### src/rtl/gelato_ram_arbiter.sv
// Round-robin arbiter sharing one RAM port among NUM_REQ requesters (IDLE/BUSY/RESPOND).
// Optional per-requester grant counters are enabled by defining GELATO_RAM_ARB_PERF_EN.
module gelato_ram_arbiter #(
  parameter int NUM_REQ = 2,
  parameter int ADDR_W  = 32,
  parameter int DATA_W  = 32
) (
  input  logic                      clk,
  input  logic                      rst_n,
  input  logic                      rdy,
  input  logic [NUM_REQ-1:0]        req_valid,
  input  logic [NUM_REQ*ADDR_W-1:0] req_addr,
  output logic [NUM_REQ-1:0]        req_done,
  output logic [DATA_W-1:0]         req_data,
  output logic                      ram_valid,
  output logic [ADDR_W-1:0]         ram_addr,
  input  logic                      ram_done,
  input  logic [DATA_W-1:0]         ram_data,
  output logic [NUM_REQ*32-1:0]     perf_grant_cnt
);

  localparam int PTR_W = (NUM_REQ > 1) ? $clog2(NUM_REQ) : 1;

  typedef enum logic [1:0] {
    S_IDLE    = 2'd0,
    S_BUSY    = 2'd1,
    S_RESPOND = 2'd2
  } state_t;

  state_t             state_q, state_d;
  logic [PTR_W-1:0]   rr_ptr_q, rr_ptr_d;
  logic [PTR_W-1:0]   grant_q, grant_d;
  logic [ADDR_W-1:0]  addr_q, addr_d;
  logic [DATA_W-1:0]  data_q, data_d;
  logic [PTR_W-1:0]   pick;
  logic               found;
  int                 idx;

  // Handshakes: req_valid[i] stays high until req_done[i]; ram_valid stays
  // high (with stable ram_addr) until ram_done, which only counts in BUSY with rdy high.

  // Round-robin search starting at rr_ptr with explicit wrap at NUM_REQ.
  always_comb begin
    found = 1'b0;
    pick  = '0;
    idx   = 0;
    for (int k = 0; k < NUM_REQ; k++) begin
      idx = int'(rr_ptr_q) + k;
      if (idx >= NUM_REQ) idx = idx - NUM_REQ;
      if (!found && req_valid[idx]) begin
        found = 1'b1;
        pick  = idx[PTR_W-1:0];
      end
    end
  end

  always_comb begin
    state_d  = state_q;
    rr_ptr_d = rr_ptr_q;
    grant_d  = grant_q;
    addr_d   = addr_q;
    data_d   = data_q;
    if (rdy) begin
      case (state_q)
        S_IDLE: begin
          if (found) begin
            grant_d = pick;
            addr_d  = req_addr[int'(pick)*ADDR_W +: ADDR_W];
            state_d = S_BUSY;
          end
        end
        S_BUSY: begin
          if (ram_done) begin
            data_d  = ram_data;
            state_d = S_RESPOND;
          end
        end
        S_RESPOND: begin
          rr_ptr_d = (grant_q == PTR_W'(NUM_REQ - 1)) ? '0 : grant_q + PTR_W'(1);
          state_d  = S_IDLE;
        end
        default: state_d = S_IDLE;
      endcase
    end
  end

  always_ff @(posedge clk) begin
    if (!rst_n) begin
      state_q  <= S_IDLE;
      rr_ptr_q <= '0;
      grant_q  <= '0;
      addr_q   <= '0;
      data_q   <= '0;
    end else begin
      state_q  <= state_d;
      rr_ptr_q <= rr_ptr_d;
      grant_q  <= grant_d;
      addr_q   <= addr_d;
      data_q   <= data_d;
    end
  end

  // Outputs decode only registered state, so they hold whenever rdy is low.
  always_comb begin
    ram_valid = (state_q == S_BUSY);
    ram_addr  = addr_q;
    req_done  = '0;
    req_data  = '0;
    if (state_q == S_RESPOND) begin
      req_done[grant_q] = 1'b1;
      req_data          = data_q;
    end
  end

`ifdef GELATO_RAM_ARB_PERF_EN
  logic [31:0] cnt_q [NUM_REQ];

  always_ff @(posedge clk) begin
    if (!rst_n) begin
      for (int i = 0; i < NUM_REQ; i++) cnt_q[i] <= '0;
    end else if (rdy && state_q == S_RESPOND) begin
      cnt_q[grant_q] <= cnt_q[grant_q] + 32'd1;
    end
  end

  for (genvar gi = 0; gi < NUM_REQ; gi++) begin : g_perf
    assign perf_grant_cnt[gi*32 +: 32] = cnt_q[gi];
  end
`else
  assign perf_grant_cnt = '0;
`endif

endmodule

### config.mk
export PLATFORM = sky130hd
export DESIGN_NAME = gelato_ram_arbiter
export DESIGN_NICKNAME = d
export VERILOG_FILES = /design/src/rtl/gelato_ram_arbiter.sv
export SDC_FILE = /design/constraint.sdc
export NUM_CORES = 1
export LEC_CHECK = 0
export CORE_MARGIN = 2
export CORE_UTILIZATION = 39
export CTS_CLUSTER_SIZE = 25
export DETAILED_ROUTE_END_ITERATION = 6
export GPL_ROUTABILITY_DRIVEN = 0
export PLACE_DENSITY = 0.87
export SETUP_SLACK_MARGIN = 0.4
export SYNTH_ARGS = -nofsm -noshare
export SYNTH_HDL_FRONTEND = slang
export SYNTH_SLANG_ARGS = --single-unit
### constraint.sdc
create_clock -name clk -period 2 [get_ports clk]
set_input_delay 0.4 -clock clk [delete_from_list [all_inputs] [get_ports clk]]
set_output_delay 0.4 -clock clk [all_outputs]
set_load 0.01 [all_outputs]
; ---- Yosys cells after proc, flatten, opt, wreduce, memory -nomap -nowiden
; Index checks and enable logic that the tools add are counted.
[op_classes]
n_addsub = 4
n_mul = 0
div = 0
magnitude_cmp = 6
n_eq_ne = 4
n_shift = 1
muxes = 20
n_bitwise = 0
n_reduce_logical = 8
[ops]
columns = operator, n
row1 = two-way mux 32 bit, 3
row2 = "less-than comparator 32 x 3 -> 1 bit, second input constant", 2
row3 = variable part select 64 x 7 -> 32 bit, 1
row4 = two-way mux 1 bit, 12
row5 = AND reduction 3 bit, 3
row6 = two-way mux 2 bit, 3
row7 = case mux 2 bit (2 select lines), 1
row8 = "subtractor 1 x 2 -> 3 bit, second input constant", 1
row9 = "subtractor 2 x 2 -> 3 bit, second input constant", 1
row10 = "adder 1 x 1 -> 2 bit, second input constant", 1
row11 = "== test 2 x 1 -> 1 bit, second input constant", 1
row12 = "== test 2 bit, second input constant", 1
row13 = "greater-or-equal comparator 1 x 2 -> 1 bit, second input constant", 1
row14 = "greater-or-equal comparator 2 bit, second input constant", 1
row15 = logical AND 1 bit, 2
row16 = logical NOT 2 bit, 1
row17 = "less-than comparator 1 x 2 -> 1 bit, second input constant", 1
row18 = "inequality test 2 x 1 -> 1 bit, second input constant", 1
row19 = "inequality test 2 bit, second input constant", 1
row20 = AND reduction 2 bit, 1
row21 = "adder 1 bit, second input constant", 1
row22 = demux 1 bit (select 1 bit), 1
row23 = "greater-or-equal comparator 1 bit, second input constant", 1
row24 = logical NOT 1 bit, 1
[word_totals]
ff_bits = 68
latchBits = 0
ram_bits = 0
rom_bits = 0
inputBits = 102
output_inout_bits = 131
elab_cells = 48
memories = 0

; ---- Longest topological paths before layout
[depth]
ltp_word = 11
ltp_mapped = 6
mapped_depth_nobuf = 3

; ---- Worst setup path before layout
; Ideal clock, no wire load.
[synth_path]
path_kind = register -> output
from = register state_q[1]
to = output port req_data[10]
arrival_time_ns = 1.158
t_required_ns = 1.600
slack_ns = 0.442
stages_incl_launch_ff = 4
path_buffers = 1
cell_sequence = dfxtp_1 nor2b_1 clkbuf_1 and2_1
[synth_between]
elab_chain_cells = 2
[synth_lines]
columns = element, line_no
row1 = from (decl), 30  ; state_t state_q, state_d;
row2 = from (signal assigned), 95  ; state_q <= state_d;
row3 = == test 2 bit, 109  ; if (state_q == S_RESPOND) begin
row4 = two-way mux 32 bit, 109
row5 = to (decl), 14  ; output logic [DATA_W-1:0] req_data,
; No other way between the ends.

; ---- Final worst setup path
[layout_path]
from = register state_q[1]
to = output port req_data[9]
; Same word-level chain as after synthesis.

==> results by group <==
Timing
  – Setup TNS: 0 ns
  – Tmin final: 1.76 ns
  – Fin Clk Skew: 0.0170 ns
  – Pins Over Slew Limit: 0
  – Fin crit share: 88.1%
  – Fmax: 568 MHz
  – Hold Fails Final Rpt: 0
  – Endpoints failing setup: 0
  – RSZ-0062 raised after global routing: true

Run status
  – Status: completed

Finish
  – Post-layout util: 61.9%
  – Net count, final: 685
  – Layout cell share with drive strength beyond 1: 17.7%
  – Area delta synth->final: 54.1%
  – Non-Filler Instances: 696
  – Fin area: 5390 um^2

Critical path
  – Worst setup SP type: flip-flop
  – Crit Path Max Fanout: 6
  – Setup CP Type: flip-flop to output pin
  – Arr. time, crit path: 1.36 ns
  – Critical Path End Type: output pin
  – Crit path required time: 1.60 ns

Power
  – Gate power share: 21.8%
  – PnR Total Power: 3.37 mW
  – P_leak: 2.41 nW
  – PD cells: 625 nW/um^2
  – Clock power share: 33.6%
  – Switching Power: 0.929 mW
  – Seq pwr share: 44.6%
  – Switching share of power: 27.6%
  – P_int: 2.44 mW
  – Peak supply drop: 0.409 mV

Placed design
  – Cell Area, Placed: 5100 um^2
  – Inst Count DP: 671
  – DP Wirelength: 7.01 mm
  – Port-buffer cells: 168

Synthesis
  – Cell taking the most area after synthesis: dfxtp_1
  – Sequential-to-total area share from yosys stat: 38.9%
  – Mapped Cells: 417
  – Post-synth EDFFs: 0
  – Cell area after synthesis: 3500 um^2
  – Syn Area/Cell: 8.39 um^2
  – #FFs+latches synth: 68
  – Netlist cell types: 26
  – Synth Warn #: 0
  – Async set or reset register ratio after synthesis: 0%
  – Area contributors post-synth: dfxtp_1 (39%), buf_4 (14%), nand2_1 (11%), o32ai_1 (8.0%), a22oi_1 (6.9%)
  – Most common flop cell mapped by yosys: dfxtp_1
  – Share of the synthesized area in the top cell type: 38.9%

Detailed routing
  – DR WL/cell: 15.1 um
  – Drt total wl: 10.5 mm
  – Total number of vias: 3483
  – DR pass1 iterations: 6
  – Initial DRC Count: 134
  – Post-route DRC: 0
  – Post-route ant nets: 0
  – Post-DR vias/cell: 5.00

GRT
  – Largest net degree at the start of global routing: 37
  – Initial antenna violation count: 1
  – Gr usage total: 20.0%
  – Global-route wire length before repair: 15.8 mm
  – Total gr overflow: 0
  – Vias in the first global route: 3303

Floorplanning
  – Die ar.: 9750 um^2
  – CORE AREA: 8720 um^2
  – Die Wd: 98.7 um
  – Die H: 98.7 um
  – Core Rows: 34
  – I/O Pins: 233
  – Initial Utilization: 40.1%

Clock tree
  – Worst skew pair latency: 0.33 ns
  – Root buf cell: clkbuf_8
  – CTS buffer count: 9
  – # clock sinks: 68
  – Worst-path clk slew: 0.08 ns
  – H-tree levels: 3
  – Post-CTS Hold Buffers: 0
  – Max clock buf depth: 2
  – CTS tree: built

Hold path
  – HP Class: flip-flop to flip-flop

Job
  – Max Cap Viol: 0
==> synthesized netlist by cell type (2+ instances only) <==
cell type	number
and2_1	33
buf_4	64
a22oi_1	32
buf_2	10
nor2b_1	4
o21ai_0	2
clkbuf_1	25
a21boi_1	26
dfxtp_1	68
nand2_1	98
nand2b_1	2
a21boi_0	8
o32ai_1	32
==> critical path, stage by stage (launching register included) <==
cell     delay [ns]
dfxtp_2        0.32
nor2b_4        0.13
buf_6          0.11
buf_6          0.12
buf_6          0.11
and2_4         0.13
buf_6          0.12
==> worst paths after layout <==
| path | startpoint | to | slack (ns) | cells past startpoint |
|---|---|---|---|---|
| min reg2reg | data_q[7] | data_q[7] | 0.46 | 2 |
| max | state_q[1] | req_data[9] | 0.24 | 6 |
| max reg2reg | state_q[0] | ram_addr[9] | 0.57 | 5 |
| min | data_q[7] | data_q[7] | 0.46 | 2 |
==> per-layer routing <==
| layer | share of wire (%) | up-vias | track usage (%) | wire length [um] |
|---|---|---|---|---|
| met3 | 9.0 | 21 | 6.10 | 950 |
| met5 | 0 | - | 0 | 0 |
| met1 | 39 | 1622 | 22.6 | 4050 |
| li1 | - | 1645 | - | - |
| met4 | 2.3 | 0 | 8.43 | 244 |
| met2 | 50 | 195 | 35.0 | 5260 |
==> cell families after synthesis <==
kind of cell | synth area share (%)
AND/OR/NAND/NOR | 19.1
AO/OA/AOI/OAI | 23.6
buffers and inverters | 17.9
flip-flops | 38.9
multiplexers | 0.322
other | 0.107
==> sequential cells by signal, indices dropped and copies added (netlist names) <==
| name | cells |
|---|---|
| data_q | 32 |
| ram_addr | 32 |
| state_q | 2 |
| grant_q | 1 |
| rr_ptr_q | 1 |
==> area by class of cell <==
cell class              count  area (um^2)
fillers                   733         3330
repair buffers            190         1860
multi-input cells         313         1830
flip-flops and latches     68         1360
clock buffers              10          138
well taps                 108          135
clock inverters             5         61.3
inverters                   1         3.75
diodes                      1         2.50
==> power by group through the flow <==
stage	Sequential, mW	Combinational (mW)	Clock [mW]
finish	1.50	0.735	1.13
global route	1.51	0.793	1.22
CTS	1.50	0.728	1.17
detailed placement	1.53	0.763	0
global placement	1.53	0.750	0
floorplan	1.56	0.378	0
==> placed cells by master (no fill, tap or decap), drive strengths merged, types with 2 or more instances in the layout <==
| master | Yosys | routed |
|---|---|---|
| clkdlybuf4s50 | 0 | 98 |
| dlygate4sd2 | 0 | 32 |
| a21bo | 1 | 2 |
| nand2b | 2 | 2 |
| clkinvlp | 0 | 3 |
| o32ai | 32 | 32 |
| buf | 74 | 58 |
| a21boi | 34 | 34 |
| inv | 1 | 2 |
| clkbuf | 25 | 10 |
| dlymetal6s2s | 0 | 2 |
| conb | 1 | 64 |
| a22oi | 32 | 32 |
| and2 | 33 | 33 |
| nand2 | 98 | 98 |
| dfxtp | 68 | 68 |
| o21ai | 2 | 2 |
| nor2b | 4 | 4 |
==> stage by stage <==
step                      setup slack (ns)  hold WS (ns)
final                                0.239         0.456
after global routing                 0.161         0.472
after CTS                            0.223         0.454
after detailed placement           -0.0936         0.441
after global placement             0.00833         0.436
after floorplan                      0.442         0.430
==> repair_timing <==
item                       CTS  global route
setup endpoints to repair   99            40
gates cloned                 3             1
pin swaps                   24             2
setup buffers                5             0
gates resized for setup    222            12
(Power assumes the default switching activity.)
